<file path="config.mk">
export PLATFORM = sky130hd
export DESIGN_NAME = cmp_operand_issuer
export DESIGN_NICKNAME = d
export VERILOG_FILES = /design/src/rtl/cmp_operand_issuer.sv
export SDC_FILE = /design/constraint.sdc
export NUM_CORES = 1
export LEC_CHECK = 0
export BUFFER_PORTS_ARGS = -buffer_cell sky130_fd_sc_hd__buf_4
export CELL_PAD_IN_SITES_DETAIL_PLACEMENT = 0
export CELL_PAD_IN_SITES_GLOBAL_PLACEMENT = 1
export CORE_AREA = 3 3 112 114
export CTS_CLUSTER_SIZE = 14
export DETAILED_ROUTE_END_ITERATION = 10
export DIE_AREA = 0 0 115 117
export HOLD_SLACK_MARGIN = 0.15
export PLACE_DENSITY = 0.75
export SYNTH_ARGS = -nofsm -noshare
export SYNTH_HDL_FRONTEND = slang
export SYNTH_SLANG_ARGS = --single-unit
</file>
<file path="constraint.sdc">
create_clock -name clk -period 3.3 [get_ports clk]
set_clock_uncertainty 0.2 [all_clocks]
set_input_delay 0.33 -clock clk [delete_from_list [all_inputs] [get_ports clk]]
set_output_delay 0.33 -clock clk [all_outputs]
set_load 0.05 [all_outputs]
</file>
<file path="src/rtl/cmp_operand_issuer.sv">
// Operand issuer for the compare-flag block: queues (a, b) pairs, drives them one at a
// time onto the block, samples its combinational flag output and returns it with a tag.
`timescale 1ns/1ps
module cmp_operand_issuer #(
    parameter int WIDTH = 11,
    parameter int DEPTH = 4,
    parameter int SEQW  = 8
) (
    input  logic                     clk,
    input  logic                     rst_n,
    input  logic                     flush,
    input  logic                     in_valid,
    output logic                     in_ready,
    input  logic [WIDTH-1:0]         in_a,
    input  logic [WIDTH-1:0]         in_b,
    output logic [WIDTH-1:0]         cmp_a,
    output logic [WIDTH-1:0]         cmp_b,
    input  logic [WIDTH-1:0]         cmp_c,
    output logic                     cmp_busy,
    output logic                     res_valid,
    input  logic                     res_ready,
    output logic [WIDTH-1:0]         res_flag,
    output logic [SEQW-1:0]          res_seq,
    output logic [$clog2(DEPTH):0]   fifo_count
);

    localparam int PW = $clog2(DEPTH);
    localparam int CW = PW + 1;

    // Handshakes: a transfer happens on a rising edge where valid and ready are both 1;
    // valid never depends on ready, and an offered result holds its data until taken.
    typedef enum logic [1:0] {
        IDLE   = 2'd0,
        SAMPLE = 2'd1,
        HOLD   = 2'd2
    } state_t;

    state_t state;
    state_t state_next;

    logic [WIDTH-1:0] mem_a [DEPTH];
    logic [WIDTH-1:0] mem_b [DEPTH];
    logic [PW-1:0]    wr_ptr;
    logic [PW-1:0]    rd_ptr;

    logic fifo_empty;
    logic push;
    logic pop;
    logic handshake;

    assign fifo_empty = (fifo_count == '0);
    assign in_ready   = (fifo_count != CW'(DEPTH));
    assign push       = in_valid & in_ready & ~flush;

    always_ff @(posedge clk or negedge rst_n) begin
        if (!rst_n) begin
            state <= IDLE;
        end else begin
            state <= state_next;
        end
    end

    // Pops use the registered occupancy only, so a pair pushed this cycle waits one edge.
    always_comb begin
        state_next = state;
        pop        = 1'b0;
        handshake  = 1'b0;
        unique case (state)
            IDLE: begin
                if (!fifo_empty) begin
                    pop        = 1'b1;
                    state_next = SAMPLE;
                end
            end
            SAMPLE: begin
                state_next = HOLD;
            end
            HOLD: begin
                if (res_ready) begin
                    handshake = 1'b1;
                    if (!fifo_empty) begin
                        pop        = 1'b1;
                        state_next = SAMPLE;
                    end else begin
                        state_next = IDLE;
                    end
                end
            end
            default: begin
                state_next = IDLE;
            end
        endcase
        if (flush) begin
            pop        = 1'b0;
            handshake  = 1'b0;
            state_next = IDLE;
        end
    end

    // Storage needs no reset: occupancy alone decides which entries are live.
    always_ff @(posedge clk) begin
        if (push) begin
            mem_a[wr_ptr] <= in_a;
            mem_b[wr_ptr] <= in_b;
        end
    end

    always_ff @(posedge clk or negedge rst_n) begin
        if (!rst_n) begin
            wr_ptr     <= '0;
            rd_ptr     <= '0;
            fifo_count <= '0;
            cmp_a      <= '0;
            cmp_b      <= '0;
            cmp_busy   <= 1'b0;
            res_valid  <= 1'b0;
            res_flag   <= '0;
            res_seq    <= '0;
        end else if (flush) begin
            // Flush drops queued and in-flight work but keeps the tag and last operands.
            wr_ptr     <= '0;
            rd_ptr     <= '0;
            fifo_count <= '0;
            cmp_busy   <= 1'b0;
            res_valid  <= 1'b0;
        end else begin
            if (push) begin
                wr_ptr <= wr_ptr + PW'(1);
            end
            if (pop) begin
                rd_ptr <= rd_ptr + PW'(1);
                cmp_a  <= mem_a[rd_ptr];
                cmp_b  <= mem_b[rd_ptr];
            end
            fifo_count <= fifo_count + CW'(push) - CW'(pop);
            cmp_busy   <= pop;
            if (state == SAMPLE) begin
                res_flag  <= cmp_c;
                res_valid <= 1'b1;
            end else if (handshake) begin
                res_valid <= 1'b0;
                res_seq   <= res_seq + SEQW'(1);
            end
        end
    end

endmodule
</file>
==> metrics.md <==
| Metric | Value |
|---|---|
| Worst-path clk slew | `0.06 ns` |
| Drt pass-1 iters | `5` |
| Hold Path Stages | `1` |
| Detailed Place HPWL | `6.191 mm` |
| I/O pins | `85` |
| Synth area leader | `edfxtp_1` |
| Initial antenna violation count | `0` |
| Routed wire length | `10.19 mm` |
| Worst Tran Pin Value | `0.8489 ns` |
| # placed instances | `504` |
| Syn_area_per_cell | `19.71 um2` |
| Yosys cell types | `38` |
| Outcome | `complete, no violations` |
| DR DRC count | `0` |
| Most common cell after layout, fill and taps aside | `buf_4` |
| Share of layout cells above drive strength 1 | `41.07%` |
| Max Freq | `393.2 MHz` |
| CP delay by family, top | `buffers and inverters` |
| Vias | `2959` |
| Ys Warns | `0` |
| MaxCap Viol Count | `0` |
| Total CTS buffers | `17` |
| Die ar. | `0.01346 mm2` |
| Largest family of logic cells by synthesized area | `multiplexers` |
| Reg2reg start | `fifo_count[1]` |
| Sequential share of the synthesized area | `70.94%` |
| Post-CTS Setup Bufs | `0` |
| Final Cell Area | `0.007318 mm2` |
| Synth Area in Compound Gates | `0.9003%` |
| CP Capture Type | `register` |
| Antenna-violating nets left | `0` |
| Ant diodes | `0` |
| Multiplexer share of the synthesized area | `17.42%` |
| Multi-input logic area | `0.001475 mm2` |
| #FFs+latches synth | `140` |
| Hold path endpoint | `res_seq[7]` |
| Area Overhead vs Synth | `31.65%` |
| Most frequent cells in the layout | `91 x buf_4, 88 x edfxtp_1, 51 x dfrtp_1` |
| DRT iter0 DRCs | `127` |
| H-tree Lvls | `4` |
| Combinational share of power | `34.6%` |
| Largest net degree at the start of global routing | `53` |
| Final setup violation count | `0` |
| Vias per Instance | `5.155` |
| Slew Viols, Final | `0` |
| Cell mode on critical path | `inv_1` |
| Non-Filler Instances | `574` |
| P_int | `4.438 mW` |
| CP bufs+invs | `5` |
| Register Area | `0.003945 mm2` |
| Period utilization | `77.07%` |
| Max VDD drop | `0.5422 mV` |
| Post-synth top area share | `47.54%` |
| Hold path startpoint | `res_seq[7]` |
| Slack of the worst reg-to-reg path | `0.81 ns` |
| PostCTS Resize Cnt | `0` |
| Switching share of power | `34.71%` |
| Slew HR | `43.20%` |
| Die Y-Extent | `117 um` |
| GRT Total Usage | `16.65%` |
| Reg2Reg Depth | `10` |
| Leakage | `2.899 nW` |
| Synth Instances | `282` |
| CP startpoint | `flush` |
| Nets@finish | `464` |
| P per Cell Area | `928.9 mW/mm2` |
| Primary FF master, synth | `edfxtp_1` |
| Sequential share of power | `36.3%` |
| Worst-path cell chain | `dlygate4sd3_1, buf_4, nor3_1, inv_1, ha_1, inv_1, ha_1, inv_1, fa_1, xnor2_1, nor2_1` |
| Area contributors post-synth | `edfxtp_1 48%, dfrtp_1 23%, mux4_2 6.9%` |
| Vias in the first global route | `3137` |
| Cell Area, Synth | `0.005559 mm2` |
| Total Neg Setup Slack | `0 ns` |
| Reg2reg end | `fifo_count[2]` |
| Root Buffer | `clkbuf_16` |
| Placer Congestion | `0.7005` |
| Ys async rst share | `37.14%` |
| DR WL/cell | `17.76 um` |
| # rows | `39` |
| Synth Area in XOR/XNOR | `1.418%` |
| Latest clock arrival within the worst-skew pair | `0.41 ns` |
| Sw power | `2.360 mW` |
| Worst setup SP type | `input port` |
| Worst hold path type | `reg2reg` |
| CTS tree | `built` |
| Synth Area in Simple Gates | `4.862%` |
| Setup CP Type | `in2reg` |
| Post-DP Area | `0.006316 mm2` |
| First-pass GRT wire length | `16.49 mm` |
| # clock sinks | `140` |
| Hold Buf Count CTS | `38` |
| Clock tree buffer depth | `2` |
| Final Hold Fails | `0` |
| RSZ-0062 raised after global routing | `no` |
| Gr ovfl total | `0` |
| Worst path required time | `3.40 ns` |
| Worst path slowest cell | `dlygate4sd3_1` |
| Crit path max fanout | `17` |
| Post-synth net total | `328` |
| Slowest stage delay, CP | `0.54 ns` |
| Clock power frac | `29.1%` |
| Initial core utilization | `48.27%` |
| Die Wd | `115 um` |
| Count of input and output buffers | `84` |
| Fill cells | `814` |
| Core area | `0.01152 mm2` |
| Critical Path AT | `2.64 ns` |
| Post-Synth Adder-Cell Area | `1.936%` |
| Final min period | `2.543 ns` |
| Number of synthesized flops with an enable pin | `88` |
registers in the layout, indices dropped and copies added, names as in the netlist, 2 cells and up:
name and count:
cmp_a 11, cmp_b 11, fifo_count 3, mem_a 44
mem_b 44, rd_ptr 2, res_flag 11, res_seq 8
state 2, wr_ptr 2
power groups by stage:
stage | sequential, mW | combinational, mW | clock (mW)
floorplan | 3.26 | 0.954 | 0
global placement | 2.49 | 2.32 | 0
detailed placement | 2.50 | 2.34 | 0
CTS | 2.47 | 2.38 | 2.02
global route | 2.52 | 2.48 | 2.09
finish | 2.46 | 2.35 | 1.98
cells by family (layout without fill, tap and decap cells):
logic type | Yosys count | count (layout)
AOI/OAI and AO/OA | 9 | 9
xor gates and xnor gates | 9 | 9
adders and majority gates | 8 | 8
buffers and inverters | 21 | 170
DFF | 140 | 140
muxes | 56 | 56
and+or+nand+nor | 39 | 39
metrics by stage:
stage                     total power [mW]  hold WS, ns  worst slack [ns]  utilization, %
after floorplan                      4.210      -0.1656            0.6782               -
after global placement               4.812       0.2268            0.8871           54.85
after detailed placement             4.839       0.2325            0.7785           54.85
after CTS                            6.877       0.3013            0.7297           63.55
after global routing                 7.092       0.3129            0.4977           63.55
final                                6.798       0.2876            0.7566           63.55
area by class of cell:
type	count	share of cell area, %
sequential	140	53.91
multi-input combinational	121	20.16
timing repair buffer	129	14.53
clock buffer	17	5.813
clock inverter	15	2.684
tap	143	2.445
inverter	9	0.4616
cell usage after synthesis, types with 2 or more instances:
master and n:
a21oi_1 4, buf_6 4, o21ai_0 3, xor2_1 4, nor2_1 5, ha_1 7, nor3_1 3, inv_1 9
mux2_4 19, edfxtp_1 88, buf_2 2, dfrtp_1 52, xnor2_1 5, mux2_2 15, nor2b_1 2, clkbuf_1 3
nor4_1 3, and2_1 4, nand2_1 7, nand4_1 2, nand3_1 4, mux4_1 5, mux4_2 17
worst max-delay path by stage:
stage,end,slack [ns],cells past startpoint
3_3_place_gp,fifo_count[2],0.89,10
2_1_floorplan,fifo_count[2],0.68,10
5_1_grt,fifo_count[2],0.50,10
3_5_place_dp,fifo_count[2],0.78,10
4_1_cts,fifo_count[2],0.73,11
6_report,fifo_count[2],0.76,11
layer usage:
layer	GRT usage, %	vias up	wire (um)
met5	0	-	0
met4	5.947	0	93
met3	5.656	9	494
met2	27.62	78	5238
met1	20.56	1511	4366
li1	-	1361	-
worst reg2reg max path, cell delays in order (launching register included):
cell	delay, ns
dfrtp_1	0.47
nor3b_1	0.42
nor3_1	0.15
inv_1	0.08
ha_1	0.22
inv_1	0.06
ha_1	0.15
inv_1	0.05
fa_1	0.37
xnor2_1	0.16
nor2_1	0.05
No activity file was read; power rests on OpenSTA's default activity.
